<file path="src/rtl/addr_reg_bank_pkg.sv">
// Shared definitions for the address-register bank: function codes and
// the select-width helper used by the interface and the top level.
package arf_pkg;

    typedef enum logic [2:0] {
        FS_DEC        = 3'b000,
        FS_INC        = 3'b001,
        FS_LOAD       = 3'b010,
        FS_CLR        = 3'b011,
        FS_LOADLO_CLR = 3'b100,
        FS_WRLO       = 3'b101,
        FS_WRHI       = 3'b110,
        FS_SEXT       = 3'b111
    } fun_e;

    // Width of a read-select index; never below one bit.
    function automatic int clog2_sel(input int n);
        int w;
        w = 1;
        while ((1 << w) < n) w++;
        return w;
    endfunction

endpackage

</file>
<file path="src/rtl/addr_reg_bank_if.sv">
// Control/data bundle between the address mux side (master) and the
// register bank (slave).
interface addr_reg_bank_if #(
    parameter int WIDTH    = 16,
    parameter int NUM_REGS = 4
);
    import arf_pkg::*;

    localparam int SEL_W = clog2_sel(NUM_REGS);

    logic [NUM_REGS-1:0] RegEn;
    logic [2:0]          FunSel;
    logic [WIDTH-1:0]    I;
    logic [SEL_W-1:0]    OutASel;
    logic [SEL_W-1:0]    OutBSel;
    logic                FlagClr;
    logic [WIDTH-1:0]    OutA;
    logic [WIDTH-1:0]    OutB;
    logic [NUM_REGS-1:0] Wrap;
    logic                StackOvf;
    logic                StackUnf;

    modport master (
        output RegEn, FunSel, I, OutASel, OutBSel, FlagClr,
        input  OutA, OutB, Wrap, StackOvf, StackUnf
    );

    modport slave (
        input  RegEn, FunSel, I, OutASel, OutBSel, FlagClr,
        output OutA, OutB, Wrap, StackOvf, StackUnf
    );

endinterface

</file>
<file path="src/rtl/addr_reg_bank_cell.sv">
// One address register: FunSel decode, reset value, and indicators that
// the current code would wrap the register (increment past all-ones or
// decrement below zero).
module arf_cell
    import arf_pkg::*;
#(
    parameter int               WIDTH     = 16,
    parameter logic [WIDTH-1:0] RESET_VAL = '0
) (
    input  logic             Clock,
    input  logic             Reset,
    input  logic             i_en,
    input  logic [2:0]       i_fun,
    input  logic [WIDTH-1:0] i_data,
    output logic [WIDTH-1:0] o_q,
    output logic             o_carry,
    output logic             o_borrow
);
    localparam int               H   = WIDTH / 2;
    localparam logic [WIDTH-1:0] ONE = {{(WIDTH-1){1'b0}}, 1'b1};

    logic [WIDTH-1:0] r_q;
    logic [WIDTH-1:0] w_next;

    // Next-value decode for every function code.
    always_comb begin
        w_next = r_q;
        case (i_fun)
            FS_DEC:        w_next = r_q - ONE;
            FS_INC:        w_next = r_q + ONE;
            FS_LOAD:       w_next = i_data;
            FS_CLR:        w_next = '0;
            FS_LOADLO_CLR: w_next = {{(WIDTH-H){1'b0}}, i_data[H-1:0]};
            FS_WRLO:       w_next = {r_q[WIDTH-1:H], i_data[H-1:0]};
            FS_WRHI:       w_next = {i_data[H-1:0], r_q[H-1:0]};
            FS_SEXT:       w_next = {{(WIDTH-H){i_data[H-1]}}, i_data[H-1:0]};
            default:       w_next = r_q;
        endcase
    end

    // Register update; reset overrides any enabled operation.
    always_ff @(posedge Clock) begin
        if (Reset) r_q <= RESET_VAL;
        else if (i_en) r_q <= w_next;
    end

    assign o_q      = r_q;
    assign o_carry  = (i_fun == FS_INC) && (&r_q);
    assign o_borrow = (i_fun == FS_DEC) && (r_q == '0);

endmodule

</file>
<file path="src/rtl/addr_reg_bank.sv">
// Address-register bank: NUM_REGS cells sharing one function code, stack
// bound gating on the SP register, sticky wrap/stack flags and two
// combinational read ports.
module addr_reg_bank
    import arf_pkg::*;
#(
    parameter int               WIDTH    = 16,
    parameter int               NUM_REGS = 4,
    parameter int               SP_INDEX = 3,
    parameter logic [WIDTH-1:0] SP_RESET = 16'hFFFF,
    parameter logic [WIDTH-1:0] SP_LOW   = 16'hFF00,
    parameter logic [WIDTH-1:0] SP_HIGH  = 16'hFFFF
) (
    input  logic             Clock,
    input  logic             Reset,
    addr_reg_bank_if.slave   rf
);
    logic [WIDTH-1:0]    w_q [NUM_REGS];
    logic [NUM_REGS-1:0] w_carry;
    logic [NUM_REGS-1:0] w_borrow;
    logic [NUM_REGS-1:0] w_en;
    logic [NUM_REGS-1:0] w_wrap_set;
    logic                w_ovf_set;
    logic                w_unf_set;
    logic [NUM_REGS-1:0] r_wrap;
    logic                r_ovf;
    logic                r_unf;
    logic [WIDTH-1:0]    w_outa;
    logic [WIDTH-1:0]    w_outb;

    // A push at the low bound or a pop at the high bound is refused.
    assign w_ovf_set = rf.RegEn[SP_INDEX] && (rf.FunSel == FS_DEC) && (w_q[SP_INDEX] == SP_LOW);
    assign w_unf_set = rf.RegEn[SP_INDEX] && (rf.FunSel == FS_INC) && (w_q[SP_INDEX] == SP_HIGH);

    for (genvar r = 0; r < NUM_REGS; r++) begin : g_cell
        if (r == SP_INDEX) begin : g_sp
            assign w_en[r] = rf.RegEn[r] && !w_ovf_set && !w_unf_set;
        end else begin : g_gp
            assign w_en[r] = rf.RegEn[r];
        end

        arf_cell #(
            .WIDTH     (WIDTH),
            .RESET_VAL ((r == SP_INDEX) ? SP_RESET : {WIDTH{1'b0}})
        ) u_cell (
            .Clock    (Clock),
            .Reset    (Reset),
            .i_en     (w_en[r]),
            .i_fun    (rf.FunSel),
            .i_data   (rf.I),
            .o_q      (w_q[r]),
            .o_carry  (w_carry[r]),
            .o_borrow (w_borrow[r])
        );
    end

    // Wrap events on general registers only; SP never reports wrap.
    always_comb begin
        w_wrap_set = '0;
        for (int r = 0; r < NUM_REGS; r++) begin
            w_wrap_set[r] = (r != SP_INDEX) && rf.RegEn[r] && (w_carry[r] || w_borrow[r]);
        end
    end

    // Sticky flags: clear request first, new events win over it.
    always_ff @(posedge Clock) begin
        if (Reset) begin
            r_wrap <= '0;
            r_ovf  <= 1'b0;
            r_unf  <= 1'b0;
        end else begin
            r_wrap <= (r_wrap & {NUM_REGS{~rf.FlagClr}}) | w_wrap_set;
            r_ovf  <= (r_ovf & ~rf.FlagClr) | w_ovf_set;
            r_unf  <= (r_unf & ~rf.FlagClr) | w_unf_set;
        end
    end

    // Read port A; out-of-range index reads as zero.
    always_comb begin
        w_outa = '0;
        if (int'(rf.OutASel) < NUM_REGS) w_outa = w_q[rf.OutASel];
    end

    // Read port B; out-of-range index reads as zero.
    always_comb begin
        w_outb = '0;
        if (int'(rf.OutBSel) < NUM_REGS) w_outb = w_q[rf.OutBSel];
    end

    assign rf.OutA     = w_outa;
    assign rf.OutB     = w_outb;
    assign rf.Wrap     = r_wrap;
    assign rf.StackOvf = r_ovf;
    assign rf.StackUnf = r_unf;

endmodule
</file>
<file path="src/flat_wrapper.sv">
// flat-port wrapper written by rule: the top's interface ports become plain ports
module addr_reg_bank_flat import arf_pkg::*;
#(
    parameter int               WIDTH    = 16,
    parameter int               NUM_REGS = 4,
    parameter int               SP_INDEX = 3,
    parameter logic [WIDTH-1:0] SP_RESET = 16'hFFFF,
    parameter logic [WIDTH-1:0] SP_LOW   = 16'hFF00,
    parameter logic [WIDTH-1:0] SP_HIGH  = 16'hFFFF
)
  (Clock, Reset, rf_RegEn, rf_FunSel, rf_I, rf_OutASel, rf_OutBSel, rf_FlagClr, rf_OutA, rf_OutB, rf_Wrap, rf_StackOvf, rf_StackUnf);
  addr_reg_bank_if #(.WIDTH(WIDTH), .NUM_REGS(NUM_REGS)) rf_i ();
  input  logic Clock;
  input  logic Reset;
  input wire logic [$bits(rf_i.RegEn)-1:0] rf_RegEn;
  input wire logic [$bits(rf_i.FunSel)-1:0] rf_FunSel;
  input wire logic [$bits(rf_i.I)-1:0] rf_I;
  input wire logic [$bits(rf_i.OutASel)-1:0] rf_OutASel;
  input wire logic [$bits(rf_i.OutBSel)-1:0] rf_OutBSel;
  input wire logic [$bits(rf_i.FlagClr)-1:0] rf_FlagClr;
  output wire logic [$bits(rf_i.OutA)-1:0] rf_OutA;
  output wire logic [$bits(rf_i.OutB)-1:0] rf_OutB;
  output wire logic [$bits(rf_i.Wrap)-1:0] rf_Wrap;
  output wire logic [$bits(rf_i.StackOvf)-1:0] rf_StackOvf;
  output wire logic [$bits(rf_i.StackUnf)-1:0] rf_StackUnf;
  assign rf_i.RegEn = rf_RegEn;
  assign rf_i.FunSel = rf_FunSel;
  assign rf_i.I = rf_I;
  assign rf_i.OutASel = rf_OutASel;
  assign rf_i.OutBSel = rf_OutBSel;
  assign rf_i.FlagClr = rf_FlagClr;
  assign rf_OutA = rf_i.OutA;
  assign rf_OutB = rf_i.OutB;
  assign rf_Wrap = rf_i.Wrap;
  assign rf_StackOvf = rf_i.StackOvf;
  assign rf_StackUnf = rf_i.StackUnf;
  addr_reg_bank #(.WIDTH(WIDTH), .NUM_REGS(NUM_REGS), .SP_INDEX(SP_INDEX), .SP_RESET(SP_RESET), .SP_LOW(SP_LOW), .SP_HIGH(SP_HIGH)) u_core (.Clock(Clock), .Reset(Reset), .rf(rf_i));
endmodule
</file>
<file path="config.mk">
export PLATFORM = sky130hd
export DESIGN_NAME = addr_reg_bank_flat
export DESIGN_NICKNAME = d
export VERILOG_FILES = /design/src/rtl/addr_reg_bank_pkg.sv /design/src/rtl/addr_reg_bank_if.sv /design/src/rtl/addr_reg_bank_cell.sv /design/src/rtl/addr_reg_bank.sv /design/src/flat_wrapper.sv
export SDC_FILE = /design/constraint.sdc
export NUM_CORES = 1
export LEC_CHECK = 0
export ABC_AREA = 1
export CAP_MARGIN = 0
export CELL_PAD_IN_SITES_DETAIL_PLACEMENT = 1
export CELL_PAD_IN_SITES_GLOBAL_PLACEMENT = 1
export CORE_MARGIN = 2
export CORE_UTILIZATION = 37
export DETAILED_ROUTE_END_ITERATION = 8
export PLACE_DENSITY = 0.87
export SYNTH_ARGS = -nofsm -noshare
export SYNTH_HDL_FRONTEND = slang
export SYNTH_SLANG_ARGS = --single-unit
</file>
<file path="constraint.sdc">
create_clock -name Clock -period 2.69 [get_ports Clock]
set_input_delay 0.538 -clock Clock [delete_from_list [all_inputs] [get_ports Clock]]
set_output_delay 0.538 -clock Clock [all_outputs]
set_load 0.01 [all_outputs]
</file>
======== Word level (Yosys, flattened, before mapping) ========
Cells that the tools add are included.
operators by class
  $add $sub $neg .......................... 8
  $lt $le $gt $ge ......................... 2
  equal/unequal tests ..................... 9
  muxes and demuxes ....................... 10
  bitwise operators ....................... 11
  reductions and logical operators ........ 35
operator list
  cell                   count
  $pmux 16 s8            4
  $add 16x1->16 const B  4
  $bmux 16 s2            2
  $mux 16                4
  $sub 16x1->16 const B  4
  $logic_not 16->1       3
  $reduce_and 16->1      3
  $eq 16x16->1 const B   2
  $reduce_and 2->1       8
  $logic_and 1x1->1      15
  $eq 3x3->1 const B     4
  $eq 3x2->1 const B     2
  $ge 3x3->1 const B     2
  $not 2->3              2
  $and 4x4->4            1
  $or 4x3->4             1
  $eq 3x1->1 const B     1
  $logic_not 3->1        1
  $logic_or 1x1->1       3
  $not 1->1              3
  $and 1x1->1            2
  $logic_not 1->1        2
  $or 1x1->1             2
storage, ports and cells
  flip-flop bits (word level) ............. 70
  bits of input ports ..................... 30
  output and inout bits ................... 38

======== Longest topological paths before layout ========
Gate-level depths: netlist of the first run.
  depth in word-level cells ............... 7
  gate-level depth with buffers ........... 15

======== By module ========
A second synthesis of the first run with hierarchy kept.
second synthesis, totals
  cells, all modules ...................... 1517
  area, all modules ....................... 8501.9 µm²
modules (own cells, without submodules)
  module                                   instances  cells an instance  area an instance (µm²)  sequential area each (µm²)
  arf_cell at u_core.g_cell[1].u_cell ...  2          309                1790.5                  320.3
  arf_cell at u_core.g_cell[3].u_cell      1          337                1889.3                  320.3
  arf_cell at u_core.g_cell[0].u_cell      1          309                1788.0                  320.3
  addr_reg_bank                            1          253                1243.7                  120.1

======== Worst setup path after synthesis of the first run ========
No wires, ideal clock.
  path kind ............................... in2reg
  start point ............................. input rf_FunSel[1]
  end point ............................... register u_core.g_cell[1].u_cell.r_q[10]
  library setup time ...................... 0.070 ns
  data arrival time ....................... 2.476 ns
  required time ........................... 2.620 ns
  path slack .............................. 0.144 ns
  stages .................................. 11
  path through ............................ nor2_4 > nand2_4 > ha_1 > nand2_1 > inv_1 > nand3_1 > o21ai_0 > nand2_1 > nand3b_1 > nand3_1 > a21oi_1
between the ends
  longest elaborated chain between the ends .. 3
ends and longest elaborated chain
  item                                                 line                      RTL
  start: declaration                                   flat_wrapper.sv:16        input wire logic [$bits(rf_i.FunSel)-1:0] rf_FunSel;
  branches (longest 3 deep; another with $pmux 16 s8)  -
  end signal: assignment                               addr_reg_bank_cell.sv:44  else if (i_en) r_q <= w_next;
  end: declaration                                     addr_reg_bank_cell.sv:22  logic [WIDTH-1:0] r_q;
Several ways; the timed one is not identified.
A chain may end at the register's enable or synchronous reset.

======== Worst setup path after layout of the first run ========
  start point ............................. input rf_OutBSel[0]
  end point ............................... output rf_OutB[0]
between the ends
  longest elaborated chain between the ends .. 4
ends and longest elaborated chain
  item                                         line                 RTL
  start: declaration                           flat_wrapper.sv:19   input wire logic [$bits(rf_i.OutBSel)-1:0] rf_OutBSel;
  $not 2->3 (not written as such)              addr_reg_bank.sv:87  if (int'(rf.OutBSel) < NUM_REGS) w_outb = w_q[rf.OutBSel];
  $bmux 16 s2                                  addr_reg_bank.sv:87
  $mux 16 (not written as such) (2 in series)  addr_reg_bank.sv:87
  end: declaration                             flat_wrapper.sv:22   output wire logic [$bits(rf_i.OutB)-1:0] rf_OutB;
Every way passes these cells. The select of a mux whose other input is x is not followed.

==> results of run 1 <==
==> cell usage after synthesis (12+ instances only) <==
| cell | instances | area [um2] |
|---|---|---|
| nand2_1 | 361 | 1355 |
| inv_1 | 171 | 641.9 |
| o21ai_0 | 140 | 700.7 |
| a21oi_1 | 120 | 600.6 |
| nor2_1 | 114 | 427.9 |
| nand3_1 | 104 | 520.5 |
| dfxtp_1 | 70 | 1401 |
| ha_1 | 64 | 800.8 |
| clkbuf_1 | 28 | 105.1 |
| nand4_1 | 23 | 143.9 |
| a31oi_1 | 15 | 93.84 |
| nand3b_1 | 12 | 90.09 |
| nor4_1 | 12 | 75.07 |
| o22ai_1 | 12 | 75.07 |
| xor2_1 | 12 | 105.1 |
==> worst max path at each step <==
stage | startpoint | to | slack (ns) | depth (start not counted)
CTS | rf_FunSel[1] | u_core.g_cell[1].u_cell.o_q[10] | 0.0006 | 15
global route | rf_OutBSel[0] | rf_OutB[0] | -0.06 | 7
global placement | rf_FunSel[1] | u_core.g_cell[0].u_cell.o_q[14] | -0.19 | 14
finish | rf_OutBSel[0] | rf_OutB[0] | -0.02 | 7
detailed placement | rf_FunSel[1] | u_core.g_cell[1].u_cell.o_q[7] | -0.31 | 13
floorplan | rf_FunSel[1] | u_core.g_cell[1].u_cell.o_q[10] | 0.14 | 11
==> metrics by stage <==
stage,hold WS (ns),TNS (ns)
global route,0.4761,-0.08411
CTS,0.4572,0
global placement,0.4332,-6.934
floorplan,0.4639,0
finish,0.4565,-0.02308
detailed placement,0.4508,-14.64
==> worst max-delay path: stages <==
cell,delay (ns)
clkdlybuf4s50_1,0.51
inv_1,0.09
buf_12,0.16
o21ai_0,0.22
a21oi_1,0.12
a21oi_2,0.22
dlygate4sd2_1,0.30
==> repair_timing <==
item                                    CTS  global route
gates resized for setup                  40            31
endpoints found under the setup margin   31            42
hold buffers                              0             0
setup buffers                             0             7
pin swaps                                 0             4
==> sequential cells by signal, summed over array words and instances (netlist names) <==
signal,count
u_core.g_cell.u_cell.o_q,64
u_core.rf.Wrap,4
u_core.rf.StackOvf,1
u_core.rf.StackUnf,1
==> metal layers <==
layer  track usage  routed length, um  up-vias
met5             0                 21        -
li1              -                  -     4837
met3       0.06963               3748      231
met2        0.5627              18390      631
met4        0.2029               2743        4
met1        0.3887              14710     5199
==> power by group through the flow <==
stage | clock network, uW | registers [uW] | logic, uW
global placement | 0 | 1310 | 2160
detailed placement | 0 | 1320 | 2290
CTS | 1390 | 1300 | 2300
finish | 1400 | 1320 | 2440
floorplan | 0 | 1230 | 1310
global route | 1450 | 1320 | 2660
==> logic make-up (layout without fill, tap and decap cells) <==
group           count (synthesis)  in the layout  synth area share
simple gates                  658            658            0.3690
compound gates                309            309            0.2122
buf+inv                       215            419            0.1086
flops                          70             70            0.1821
fa+ha+maj                      68             68            0.1145
xor+xnor                       12             12           0.01366
==> layout by cell type (no fill, tap or decap), types with 12 or more instances in the layout <==
cell type	count
a21oi_1	110
a31oi_1	15
buf_4	143
clkdlybuf4s50_1	32
dfxtp_1	70
dlygate4sd2_1	25
ha_1	61
inv_1	170
nand2_1	359
nand3_1	104
nand3b_1	12
nand4_1	23
nor2_1	114
nor4_1	12
o21ai_0	137
xor2_1	12
==> layout make-up <==
class	instances	area [um2]	area share
Sequential cell	70	1401	0.1369
Clock buffer	11	252.7	0.02469
Clock inverter	5	81.33	0.007944
Inverter	180	681.9	0.06661
Multi-Input combinational cell	1047	5545	0.5417
Timing Repair Buffer	223	1937	0.1892
Tap cell	270	337.8	0.03300
==> results.json, run 1 <==
{
  "outcome": "finished with violations",
  "violations": "negative setup slack",
  "crit_type": "input port to output port",
  "grt_pass1_wl_mm": 57.62,
  "dr_total_vias": 10900,
  "max_clock_freq_mhz": 368.6,
  "place_ws_ns": -0.3126,
  "hold_viol": 0,
  "dp_hpwl_mm": 27.52,
  "path_clk_slew_ns": 0.07,
  "place_area_mm2": 0.009791,
  "drt_iter0_markers": 1019,
  "cts-root-buf": "clkbuf_16",
  "combPwrFrac": 0.472,
  "crit_fanout": 21,
  "worstHoldEndpoint": "u_core.rf.Wrap[3]",
  "ys_seq_area_frac": 0.1821,
  "end_kind": "output port",
  "reg2regPathDepth": 12,
  "finalCriticalPeriod_ns": 2.713,
  "placed_cells": 1783,
  "globalRouteOverflowTotal": 0,
  "final_util": 0.5043,
  "cts_max_level": 3,
  "swShare": 0.4255,
  "grt_pass1_vias": 10850,
  "syn_inst": 1332,
  "p_switching_uw": 2198,
  "r2r_start": "u_core.g_cell[3].u_cell.o_q[0]",
  "syn_nets": 1430,
  "drv_slew": 0,
  "crit-reg2reg-capture": "u_core.g_cell[3].u_cell.o_q[14]",
  "ios": 68,
  "startpoint_type": "input port",
  "timing.final.crit_share": 1.009,
  "syn-mean-instance-area_um2": 5.778,
  "numCtsBuffers": 9,
  "crit_arrival_ns": 2.18,
  "p_per_area_mw_per_mm2": 504.6,
  "die_w_um": 148.2,
  "instances_no_fill": 1806,
  "vias_per_cell": 6.037,
  "p_leak_uw": 0.005208,
  "p_seq_frac": 0.256,
  "synth_edf_count": 0,
  "required_ns": 2.15,
  "hold_depth": 2,
  "antenna_found_initial": 3,
  "synth_area_mm2": 0.007696,
  "ir_drop_mv": 0.3205,
  "hp-class": "register to register",
  "areaGrowthSynthToFinish_pct": 33.02,
  "power.share.clock": 0.272,
  "design.die.area_mm2": 0.02197,
  "fin_total_pwr_uw": 5166,
  "place_congestion": 0.9338,
  "drt_drc_violations_left": 0,
  "fin_worst_skew_ns": 0.006623,
  "grt_max_degree": 48,
  "core_mm2": 0.02030,
  "reg2reg_slack_ns": 0.39,
  "post_drt_wl_per_cell_um": 21.93,
  "cts_tree": "built",
  "die_y_um": 148.2,
  "io_buffers": 67,
  "stdcell_area_mm2": 0.01024,
  "synth_cell_types": 39,
  "hp-start": "u_core.rf.Wrap[3]",
  "drt-total-wl_mm": 39.61,
  "fill_cells": 2831,
  "clock-sinks": 70,
  "rows": 52,
  "relSlewSlack": 0.5451,
  "postRouteAntennaNets": 0,
  "ys_ff_latch": 70,
  "fin_nets": 1629,
  "p_int_uw": 2968,
  "drive_gt1_frac": 0.1432,
  "grt_use_total": 0.3337,
  "first_pass_iters": 6,
  "ys.flop_type": "dfxtp_1",
  "diodes": 0,
  "ys_warn_count": 0,
  "start_util": 0.3791,
  "finalWorstSetupSlack_ns": -0.02308,
  "async_flop_share": 0,
  "worstMarginPinSlew_ns": 0.6824,
  "maxCapViolCount": 0,
  "cts_buffer_depth": 2,
  "setup_viol_count_final": 1,
  "clkLatencyLatePin_ns": 0.36
}
Power figures use the tool's default switching activity.
==> run 2: changes to the inputs <==
PLACE_DENSITY = default   (was 0.87)
PLACE_DENSITY_LB_ADDON = 0.1   (was default)
==> run 2 against run 1 <==
Net effect:
- the flow now finishes without violations
- clock-buffer cell count is 1 higher
- clock power is 7% lower
- hold slack worse by 0.013 ns
- non-clock buffer count is 36 higher
- largest cell class unchanged
- combinational power hardly changed
- die area stayed put
- register-to-register slack better by 0.23 ns
- critical path type is now input port to register
- critical endpoint is now u_core.g_cell[2].u_cell.o_q[12]
==> results.json, run 2 (synthesis gave the netlist of run 1 again) <==
{
  "ir_drop_mv": 0.2453,
  "diodes": 0,
  "vias_per_cell": 5.465,
  "end_kind": "register",
  "setup_tns_ns": 0,
  "start_util": 0.3791,
  "fin_worst_skew_ns": 0.01261,
  "required_ns": 2.96,
  "largest_register_ffs": 64,
  "p_per_area_mw_per_mm2": 476.0,
  "outcome": "complete, no violations",
  "holdWs_ns": 0.4431,
  "drive_gt1_frac": 0.1686,
  "crit_fanout": 11,
  "antenna_found_initial": 0,
  "relSlewSlack": 0.5611,
  "setup_viol_count_final": 0,
  "hp-class": "register to register",
  "p_switching_uw": 2076,
  "worstMarginPinSlew_ns": 0.6583,
  "cts_max_level": 3,
  "cts_buffer_depth": 2,
  "globalRouteOverflowTotal": 0,
  "drt_iter0_markers": 664,
  "cts-root-buf": "clkbuf_16",
  "path_cells": "clkdlybuf4s50_1, nand2_4, buf_4, buf_12, ha_1, buf_4, nand3_1, nand3_2, buf_4, nand3_1, nand3_1, nand2_1, nand3_1, a21oi_1",
  "layout_common_cells": "nand2_1 (357), buf_4 (182), inv_1 (169)",
  "place_congestion": 0.9504,
  "die_w_um": 148.2,
  "drt-total-wl_mm": 35.14,
  "dp_hpwl_mm": 27.24,
  "postRouteAntennaNets": 0,
  "p_int_uw": 2964,
  "crit_slowest_cell": "clkdlybuf4s50_1",
  "timing.final.crit_share": 0.9749,
  "crit_type": "input port to register",
  "numCtsBuffers": 9,
  "power.share.clock": 0.258,
  "path_buf_inv": 5,
  "cp_common_cell": "nand3_1",
  "combPwrFrac": 0.483,
  "grt_pass1_wl_mm": 54.47,
  "swShare": 0.4118,
  "cts_tree": "built",
  "die_y_um": 148.2,
  "finalCriticalPeriod_ns": 2.623,
  "fin_nets": 1665,
  "critical_path.max_stage_delay_ns": 0.54,
  "place_ws_ns": -0.2904,
  "finalWorstSetupSlack_ns": 0.06739,
  "maxCapViolCount": 0,
  "final_util": 0.5216,
  "hold_viol": 0,
  "cts_hold_buf": 0,
  "core_mm2": 0.02030,
  "fill_cells": 2854,
  "io_buffers": 67,
  "drv_slew": 0,
  "startpoint_type": "input port",
  "areaGrowthSynthToFinish_pct": 37.59,
  "grt_use_total": 0.3165,
  "grt_max_degree": 58,
  "p_leak_uw": 0.005386,
  "first_pass_iters": 6,
  "crit_arrival_ns": 2.89,
  "design.die.area_mm2": 0.02197,
  "path_delay_family": "buffers and inverters",
  "post_drt_wl_per_cell_um": 19.08,
  "ios": 68,
  "grt_pass1_vias": 10210,
  "drt_drc_violations_left": 0,
  "clkLatencyLatePin_ns": 0.35,
  "rows": 52,
  "path_clk_slew_ns": 0.07,
  "clock-sinks": 70,
  "p_seq_frac": 0.259,
  "final_common_cell": "nand2_1",
  "max_clock_freq_mhz": 381.3,
  "dr_total_vias": 10070
}
## run 2: cell count changes in the layout (fill, tap and decap cells not counted), sizes merged
cell	before	now
clkbuf	15	13
dlymetal6s2s	4	6
buf	156	192
bufinv	2	1
clkdlybuf4s50	32	33
## run 2: final timing paths
| path | startpoint | to | slack [ns] | depth (start not counted) |
|---|---|---|---|---|
| max | rf_FunSel[0] | u_core.g_cell[2].u_cell.o_q[12] | 0.07 | 14 |
| min | u_core.rf.Wrap[3] | u_core.rf.Wrap[3] | 0.44 | 2 |
| max reg2reg | u_core.g_cell[0].u_cell.o_q[0] | u_core.g_cell[0].u_cell.o_q[6] | 0.62 | 10 |
| min reg2reg | u_core.rf.Wrap[3] | u_core.rf.Wrap[3] | 0.44 | 2 |
## run 2: what timing repair did
action / CTS / global route
endpoints found under the setup margin: 29 / 32
resized for setup: 36 / 53
buffers inserted: 0 / 4
pin swaps: 0 / 5
## run 2: tightest hold or removal path, cell delays in order, from the launching register on
cell     delay [ns]
dfxtp_1        0.31
nand2_1        0.06
nor2_1         0.03
## run 2: metal layers
| metal | GRT usage | wire (um) |
|---|---|---|
| met1 | 0.3965 | 15440 |
| met2 | 0.5600 | 16780 |
| met3 | 0.03834 | 1744 |
| met4 | 0.1114 | 1181 |
| met5 | 0 | 0 |
## run 2: cell type report
cell class              instances  area (um2)  share of cell area
flip-flops and latches         70        1401              0.1323
clock buffers                  12       256.5             0.02422
multi-input cells            1047        5654              0.5340
well taps                     270       337.8             0.03190
inverters                     180       681.9             0.06440
clock inverters                 4       55.05            0.005199
repair buffers                259        2202              0.2080
## run 2: per-stage QoR
step | power (uW) | instances | instance area [um2]
floorplan | 2541 | 1332 | 7696
global placement | 3603 | 1822 | 10060
detailed placement | 3684 | 1822 | 10060
CTS | 4960 | 1838 | 10350
global route | 5365 | 1842 | 10590
finish | 5040 | 1842 | 10590
## run 2: power by group through the flow
stage,combinational (uW),clock [uW],sequential [uW]
2_1_floorplan,1310,0,1230
3_3_place_gp,2290,0,1310
3_5_place_dp,2370,0,1310
4_1_cts,2360,1310,1290
5_1_grt,2700,1350,1310
6_report,2430,1300,1310
==> run 3: changes to the inputs <==
--- a/constraint.sdc
+++ b/constraint.sdc
@@ -3,2 +3,2 @@
 set_output_delay 0.538 -clock Clock [all_outputs]
-set_load 0.01 [all_outputs]
+set_load 0.05 [all_outputs]
==> run 3 against run 2 <==
Net effect:
- critical path type is now input port to output port
- first-iteration DRC count fell by 2.4%
- largest power group unchanged
- hold slack improved by 0.0034 ns
- sequential cell count is the same
- sequential share of layout area is 0.13 points lower
- worst setup slack got worse by 0.019 ns
==> results.json, run 3 (synthesis gave the netlist of run 1 again) <==
{
  "end_kind": "output port",
  "hp-class": "register to register",
  "fin_worst_skew_ns": 0.005989,
  "grt_pass1_vias": 10120,
  "path_cells": "clkdlybuf4s50_1, inv_1, buf_12, o21ai_0, o21ai_0, buf_4, buf_12",
  "die_w_um": 148.2,
  "layout_common_cells": "nand2_1 (356), inv_1 (170), buf_4 (165)",
  "multi_input_area_mm2": 0.005568,
  "post_drt_wl_per_cell_um": 19.07,
  "vias_per_cell": 5.556,
  "grt_pass1_wl_mm": 54.39,
  "globalRouteOverflowTotal": 0,
  "rows": 52,
  "rsz0062_at_grt": "no",
  "stdcell_area_mm2": 0.01070,
  "io_buffers": 67,
  "finalCriticalPeriod_ns": 2.642,
  "fill_cells": 2824,
  "finalWorstSetupSlack_ns": 0.04799,
  "drt-total-wl_mm": 34.77,
  "clkLatencyLatePin_ns": 0.35,
  "drv_slew": 0,
  "cts-root-buf": "clkbuf_16",
  "p_leak_uw": 0.005360,
  "place_congestion": 0.9042,
  "path_clk_slew_ns": 0.06,
  "cts_tree": "built",
  "dp_hpwl_mm": 27.33,
  "design.die.area_mm2": 0.02197,
  "start_util": 0.3791,
  "drt_drc_violations_left": 0,
  "core_mm2": 0.02030,
  "max_clock_freq_mhz": 378.5,
  "die_y_um": 148.2,
  "drive_gt1_frac": 0.1700,
  "crit_arrival_ns": 2.10,
  "diodes": 0,
  "crit_fanout": 42,
  "antenna_found_initial": 0,
  "register_area_mm2": 0.001401,
  "worstMarginPinSlew_ns": 0.6392,
  "postRouteAntennaNets": 0,
  "numCtsBuffers": 9,
  "setup_viol_count_final": 0,
  "p_per_area_mw_per_mm2": 496.7,
  "maxCapViolCount": 0,
  "fin_total_pwr_uw": 5313,
  "fin_nets": 1646,
  "drt_iter0_markers": 648,
  "outcome": "complete, no violations",
  "areaGrowthSynthToFinish_pct": 39.00,
  "place_area_mm2": 0.01024,
  "place_ws_ns": -0.2913,
  "first_pass_iters": 5,
  "cts_max_level": 3,
  "clock-sinks": 70,
  "startpoint_type": "input port",
  "dr_total_vias": 10130,
  "largest_register_ffs": 64,
  "cts_buffer_depth": 2,
  "grt_max_degree": 56,
  "required_ns": 2.15,
  "hold_viol": 0,
  "crit_type": "input port to output port",
  "ir_drop_mv": 0.2771,
  "final_common_cell": "nand2_1",
  "critical_path.max_stage_delay_ns": 0.48,
  "crit_slowest_cell": "clkdlybuf4s50_1",
  "ios": 68,
  "timing.final.crit_share": 0.9822,
  "grt_use_total": 0.3156,
  "relSlewSlack": 0.5738
}
## run 3: changes by cell type in the layout (fill, tap and decap cells not counted), sizes merged
cell	previous run	this run
clkbuf	13	12
clkdlybuf4s15	2	0
dlygate4sd2	25	0
buf	192	205
dlymetal6s2s	6	3
clkdlybuf4s50	33	32
## run 3: critical path, delay by kind of cell
kind	cells	cell delay, ns
buffers and inverters	5	1.05
AOI/OAI and AO/OA	2	0.50
## run 3: per-layer routing
layer  routed length, um  track usage
met2               16330       0.5370
met4                1674       0.1476
met5                   0            0
met1               15030       0.3988
met3                1738      0.03742
## run 3: worst paths after layout
kind	from	to	slack, ns	cells after the start
hold / removal	u_core.rf.Wrap[3]	u_core.rf.Wrap[3]	0.45	2
setup reg to reg	u_core.g_cell[3].u_cell.o_q[0]	u_core.g_cell[3].u_cell.o_q[4]	0.64	10
hold reg to reg	u_core.rf.Wrap[3]	u_core.rf.Wrap[3]	0.45	2
setup / recovery	rf_OutASel[0]	rf_OutA[14]	0.05	7
## run 3: through the flow
stage	hold slack (ns)	util	TNS (ns)	std cells
final	0.4465	0.5270	0	1823
after global routing	0.4803	0.5270	0	1823
after CTS	0.4520	0.5200	0	1820
after detailed placement	0.4382	0.5046	-8.055	1804
after global placement	0.4267	0.5046	-4.577	1804
after floorplan	0.4967	-	0	1332
## run 3: repair_timing
item	in CTS	in global routing
hold buffers	0	0
buffers inserted	0	3
gates resized for setup	0	23
endpoints found under the setup margin	0	27
endpoints found under the hold margin	0	0
## run 3: cell type report
class / instances / area share
well taps: 270 / 0.03158
clock inverters: 4 / 0.005146
multi-input cells: 1047 / 0.5205
repair buffers: 240 / 0.2241
flip-flops and latches: 70 / 0.1310
clock buffers: 12 / 0.02398
inverters: 180 / 0.06374
## run 3: where the power goes
group / total [uW] / switching [uW] / internal (uW) / leakage [uW]
Combinational: 2710 / 1540 / 1170 / 0.00463
Clock: 1290 / 518 / 773 / 0.000149
Sequential: 1310 / 186 / 1120 / 0.000580
Total: 5310 / 2250 / 3070 / 0.00536
==> edit 1 (config.mk and constraints of run 3) <==
Remove the case item `FS_SEXT` of the case on `i_fun`.
--- a/src/rtl/addr_reg_bank_cell.sv
+++ b/src/rtl/addr_reg_bank_cell.sv
@@ -33,7 +33,6 @@
             FS_LOADLO_CLR: w_next = {{(WIDTH-H){1'b0}}, i_data[H-1:0]};
             FS_WRLO:       w_next = {r_q[WIDTH-1:H], i_data[H-1:0]};
             FS_WRHI:       w_next = {i_data[H-1:0], r_q[H-1:0]};
-            FS_SEXT:       w_next = {{(WIDTH-H){i_data[H-1]}}, i_data[H-1:0]};
             default:       w_next = r_q;
         endcase
     end
Behaviour: not the same (Yosys sat finds a counterexample within 4 cycles, from zero or initial values and one cycle with Reset high).
==> edit 1 against run 3 <==
Power shrank 0.18%; routed wire length shrank 4.3%; cell area shrank 4.4%; combinational power shrank 3%; sequential cell count is the same; via count shrank 3.4%; register-to-register slack gained 0.06 ns; utilization shrank 3.6 points; setup slack gained 0.041 ns; cell count shrank 1.8%; synthesized area grew 0.96%; largest power group unchanged.
==> edit 1: results (changes against run 3) <==
metric;value;unit;change
Netlist cell types;33;;-15%
post-cts resize count;0;;unchanged
worst hold margin;0.479;ns;+0.0326 ns
max FFs per register;64;;unchanged
Initial DRC Count;549;;-15%
GR Util met3;0.0547;;+0.0173
met2 wire len;15000;um;-8.4%
Mapped Nets;1461;;+2.2%
vias in the first global route;9500;;-6.2%
post-DR vias/cell;5.47;;-1.6%
Sw Share;0.427;;+0.00473
slowest CP cell;clkdlybuf4s50_1;;
status;completed;;
sequential share of the synthesized area;0.180;;-0.00173
layout net count;1611;;-2.1%
metal3 WL;2140;um;+23%
Synth Area in Compound Gates;0.200;;-0.0126
FF-to-FF End;u_core.g_cell[3].u_cell.o_q[8];;
Async SR Flop Fraction;0;;unchanged
grt met1 use;0.406;;+0.00700
share of cells above drive strength 1;0.117;;-0.0532
PnR worst setup slack;0.0890;ns;+0.0410 ns
Switching Power;2.27;mW;+0.94%
fillcell total;2865;;+1.5%
clk pwr;1.33;mW;+3%
main area contributors after synthesis;dfxtp_1 (18%), nand2_1 (17%), ha_1 (10%);;
gpl congestion;0.906;;+0.21%
htree depth;3;;unchanged
leakage;5.19;nW;-3.2%
commonest cells in the synthesized netlist;nand2_1 (360), inv_1 (208), o21ai_0 (137);;
Max Used Layer;met4;;
VDD IR max;301;uV;+8.5%
Reg2Reg Launch Point;u_core.g_cell[3].u_cell.o_q[0];;
R2R Setup Slk;0.70;ns;+0.06 ns
xor/xnor cell area share of the yosys netlist;0.0169;;+0.00325
placed cell areas;9840;um^2;-3.9%
routed metal-1 wirelength;15300;um;+1.6%
root buffer cell;clkbuf_16;;
Post-Place Worst Slack;-0.223;ns;+0.0682 ns
hold_sp;u_core.rf.Wrap[3];;
type of the most critical hold path;flop to flop;;
overall via count from detail_route;9788;;-3.4%
worst-path maximum fanout;18;;-57%
Clock Pin Slew Worst Setup and Hold Paths;0.05;ns;
per-cell routed wire length;18.6;um;-2.6%
max_slew headroom;0.636;;+0.0620
Reg2Reg Depth;12;;+2
Reg power frac;0.251;;+0.005
Largest stage delay, worst path;0.49;ns;
drt pass-1 iters;5;;unchanged
placed insts;1774;;-1.7%
critical path capture point;rf_OutA[4];;
Post-Synth Adder-Cell Area;0.115;;+0.000523
M2 GR Usage;0.484;;-0.0529
Clock Skew;0.00839;ns;+0.00241 ns
first-pass GRT wire length;51600;um;-5.1%
post-DP HPWL;26300;um;-3.9%
gr usage total;0.298;;-0.0172
synthesized netlist cell count;1362;;+2.3%
[edit 1: changes by cell type after synthesis, sizes merged, moves of 3 or more]
cell / run 3 / this run
inv: 180 / 211
o22ai: 12 / 20
nor2: 118 / 125
o21ai: 144 / 137
nand3: 105 / 99
nor3: 10 / 16
a21oi: 120 / 115
nand2: 367 / 362
nand4: 25 / 30
o221ai: 6 / 2
o211ai: 6 / 3
[edit 1: area by class of cell]
cell class | instances | area [um^2] | share of cell area
repair buffers | 173 | 1890 | 0.184
clock inverters | 5 | 83.8 | 0.00819
well taps | 275 | 344 | 0.0336
multi-input cells | 1046 | 5480 | 0.535
inverters | 212 | 800 | 0.0781
flip-flops and latches | 70 | 1400 | 0.137
clock buffers | 10 | 239 | 0.0234
[edit 1: worst max-delay path: cells and delay by family]
family | cells | cell delay (ns)
buffers and inverters | 4 | 1.12
AO/OA/AOI/OAI | 2 | 0.41
==> edit 2 (flow settings as in run 3) <==
Without the edit above. `NUM_REGS` is set to 4 in 3 places; all go to 8.
--- a/src/rtl/addr_reg_bank_if.sv
+++ b/src/rtl/addr_reg_bank_if.sv
@@ -2,7 +2,7 @@
 // register bank (slave).
 interface addr_reg_bank_if #(
     parameter int WIDTH    = 16,
-    parameter int NUM_REGS = 4
+    parameter int NUM_REGS = 8
 );
     import arf_pkg::*;
 
--- a/src/rtl/addr_reg_bank.sv
+++ b/src/rtl/addr_reg_bank.sv
@@ -5,7 +5,7 @@
     import arf_pkg::*;
 #(
     parameter int               WIDTH    = 16,
-    parameter int               NUM_REGS = 4,
+    parameter int               NUM_REGS = 8,
     parameter int               SP_INDEX = 3,
     parameter logic [WIDTH-1:0] SP_RESET = 16'hFFFF,
     parameter logic [WIDTH-1:0] SP_LOW   = 16'hFF00,
--- a/src/flat_wrapper.sv
+++ b/src/flat_wrapper.sv
@@ -2,7 +2,7 @@
 module addr_reg_bank_flat import arf_pkg::*;
 #(
     parameter int               WIDTH    = 16,
-    parameter int               NUM_REGS = 4,
+    parameter int               NUM_REGS = 8,
     parameter int               SP_INDEX = 3,
     parameter logic [WIDTH-1:0] SP_RESET = 16'hFFFF,
     parameter logic [WIDTH-1:0] SP_LOW   = 16'hFF00,
Interface: changed (resized rf_OutASel, rf_OutBSel, rf_RegEn and rf_Wrap); port bits go from 68 to 78. The function was not compared with the original's and may differ.
==> edit 2 against run 3 <==
Critical path depth grew 1; power up 96%; sequential cell count rose by 68; synthesized area rose by 99%; setup slack got worse by 0.021 ns; die area up 95%; cell area up 90%; sequential power grew 93%; cell count up 93%; routed wire length rose by 110%; critical path type unchanged.
==> edit 2: results (changes against run 3) <==
metric;value;unit;change
status;completed;;
xor/xnor cell area share of the yosys netlist;0.0172;;+0.00354
synthesized netlist cell count;2632;;+98%
Mapped Nets;2804;;+96%
sequential share of the synthesized area;0.181;;-0.00125
max FFs per register;128;;+100%
max_slew headroom;0.521;;-0.0530
leakage;10.1;nW;+88%
post-DP HPWL;56700;um;+110%
main area contributors after synthesis;dfxtp_1 (18%), nand2_1 (16%), ha_1 (10%);;
per-cell routed wire length;21.2;um;+11%
vias in the first global route;20284;;+100%
placed cell areas;19500;um^2;+90%
commonest cells in the synthesized netlist;nand2_1 (671), inv_1 (354), a21oi_1 (293);;
first-pass GRT wire length;114000;um;+110%
share of cells above drive strength 1;0.161;;-0.00918
total wire length;74500;um;+110%
initial antenna violation count;1;;+1
Largest stage delay, worst path;0.54;ns;+0.06 ns
htree depth;4;;+1
Synth Area in Compound Gates;0.231;;+0.0188
Post-Synth Adder-Cell Area;0.115;;+0.000862
Netlist cell types;37;;-5.1%
Clock Latency Late Sink;0.49;ns;+0.14 ns
worst-path maximum fanout;17;;-60%
layout net count;3150;;+91%
edit 2: changes by cell type after synthesis, sizes merged, moves of 31 or more:
| cell | before | now |
|---|---|---|
| nor2 | 118 | 182 |
| a21oi | 120 | 293 |
| o21ai | 144 | 264 |
| a31oi | 15 | 73 |
| inv | 180 | 367 |
| dfxtp | 70 | 138 |
| nand3 | 105 | 198 |
| ha | 64 | 128 |
| nand2 | 367 | 679 |
| clkbuf | 30 | 61 |
edit 2: cell type report:
class | instances | area [um^2]
Fill cell | 5599 | 20500
Multi-Input combinational cell | 2041 | 11000
Timing Repair Buffer | 411 | 3870
Sequential cell | 138 | 2760
Inverter | 369 | 1390
Tap cell | 532 | 666
Clock buffer | 17 | 425
Clock inverter | 15 | 211
edit 2: logic make-up after synthesis:
kind of cell / count (synthesis)
compound gates: 663
xor+xnor: 30
fa+ha+maj: 136
buf+inv: 453
flops: 138
simple gates: 1212
edit 2: timing repair:
action	4_1_cts	5_1_grt
setup buffers	0	7
pin swaps	1	2
resized for setup	11	17
endpoints found under the setup margin	31	41
hold buffers	0	0
gates cloned	0	2
edit 2: path summary, 6_finish.rpt:
| kind | from | end | depth (start not counted) | slack, ns |
|---|---|---|---|---|
| min reg2reg | u_core.rf.Wrap[3] | u_core.rf.Wrap[3] | 2 | 0.45 |
| max reg2reg | u_core.g_cell[4].u_cell.o_q[0] | u_core.g_cell[4].u_cell.o_q[10] | 11 | 0.49 |
| min | u_core.rf.Wrap[3] | u_core.rf.Wrap[3] | 2 | 0.45 |
| max | rf_OutASel[2] | rf_OutA[12] | 8 | 0.03 |
edit 2: routing by layer:
metal	GRT usage	vias up	part of all wire
met3	0.0468	181	0.064
li1	-	9537	-
met5	0	-	0.00016
met2	0.552	759	0.46
met4	0.171	2	0.048
met1	0.437	9669	0.43
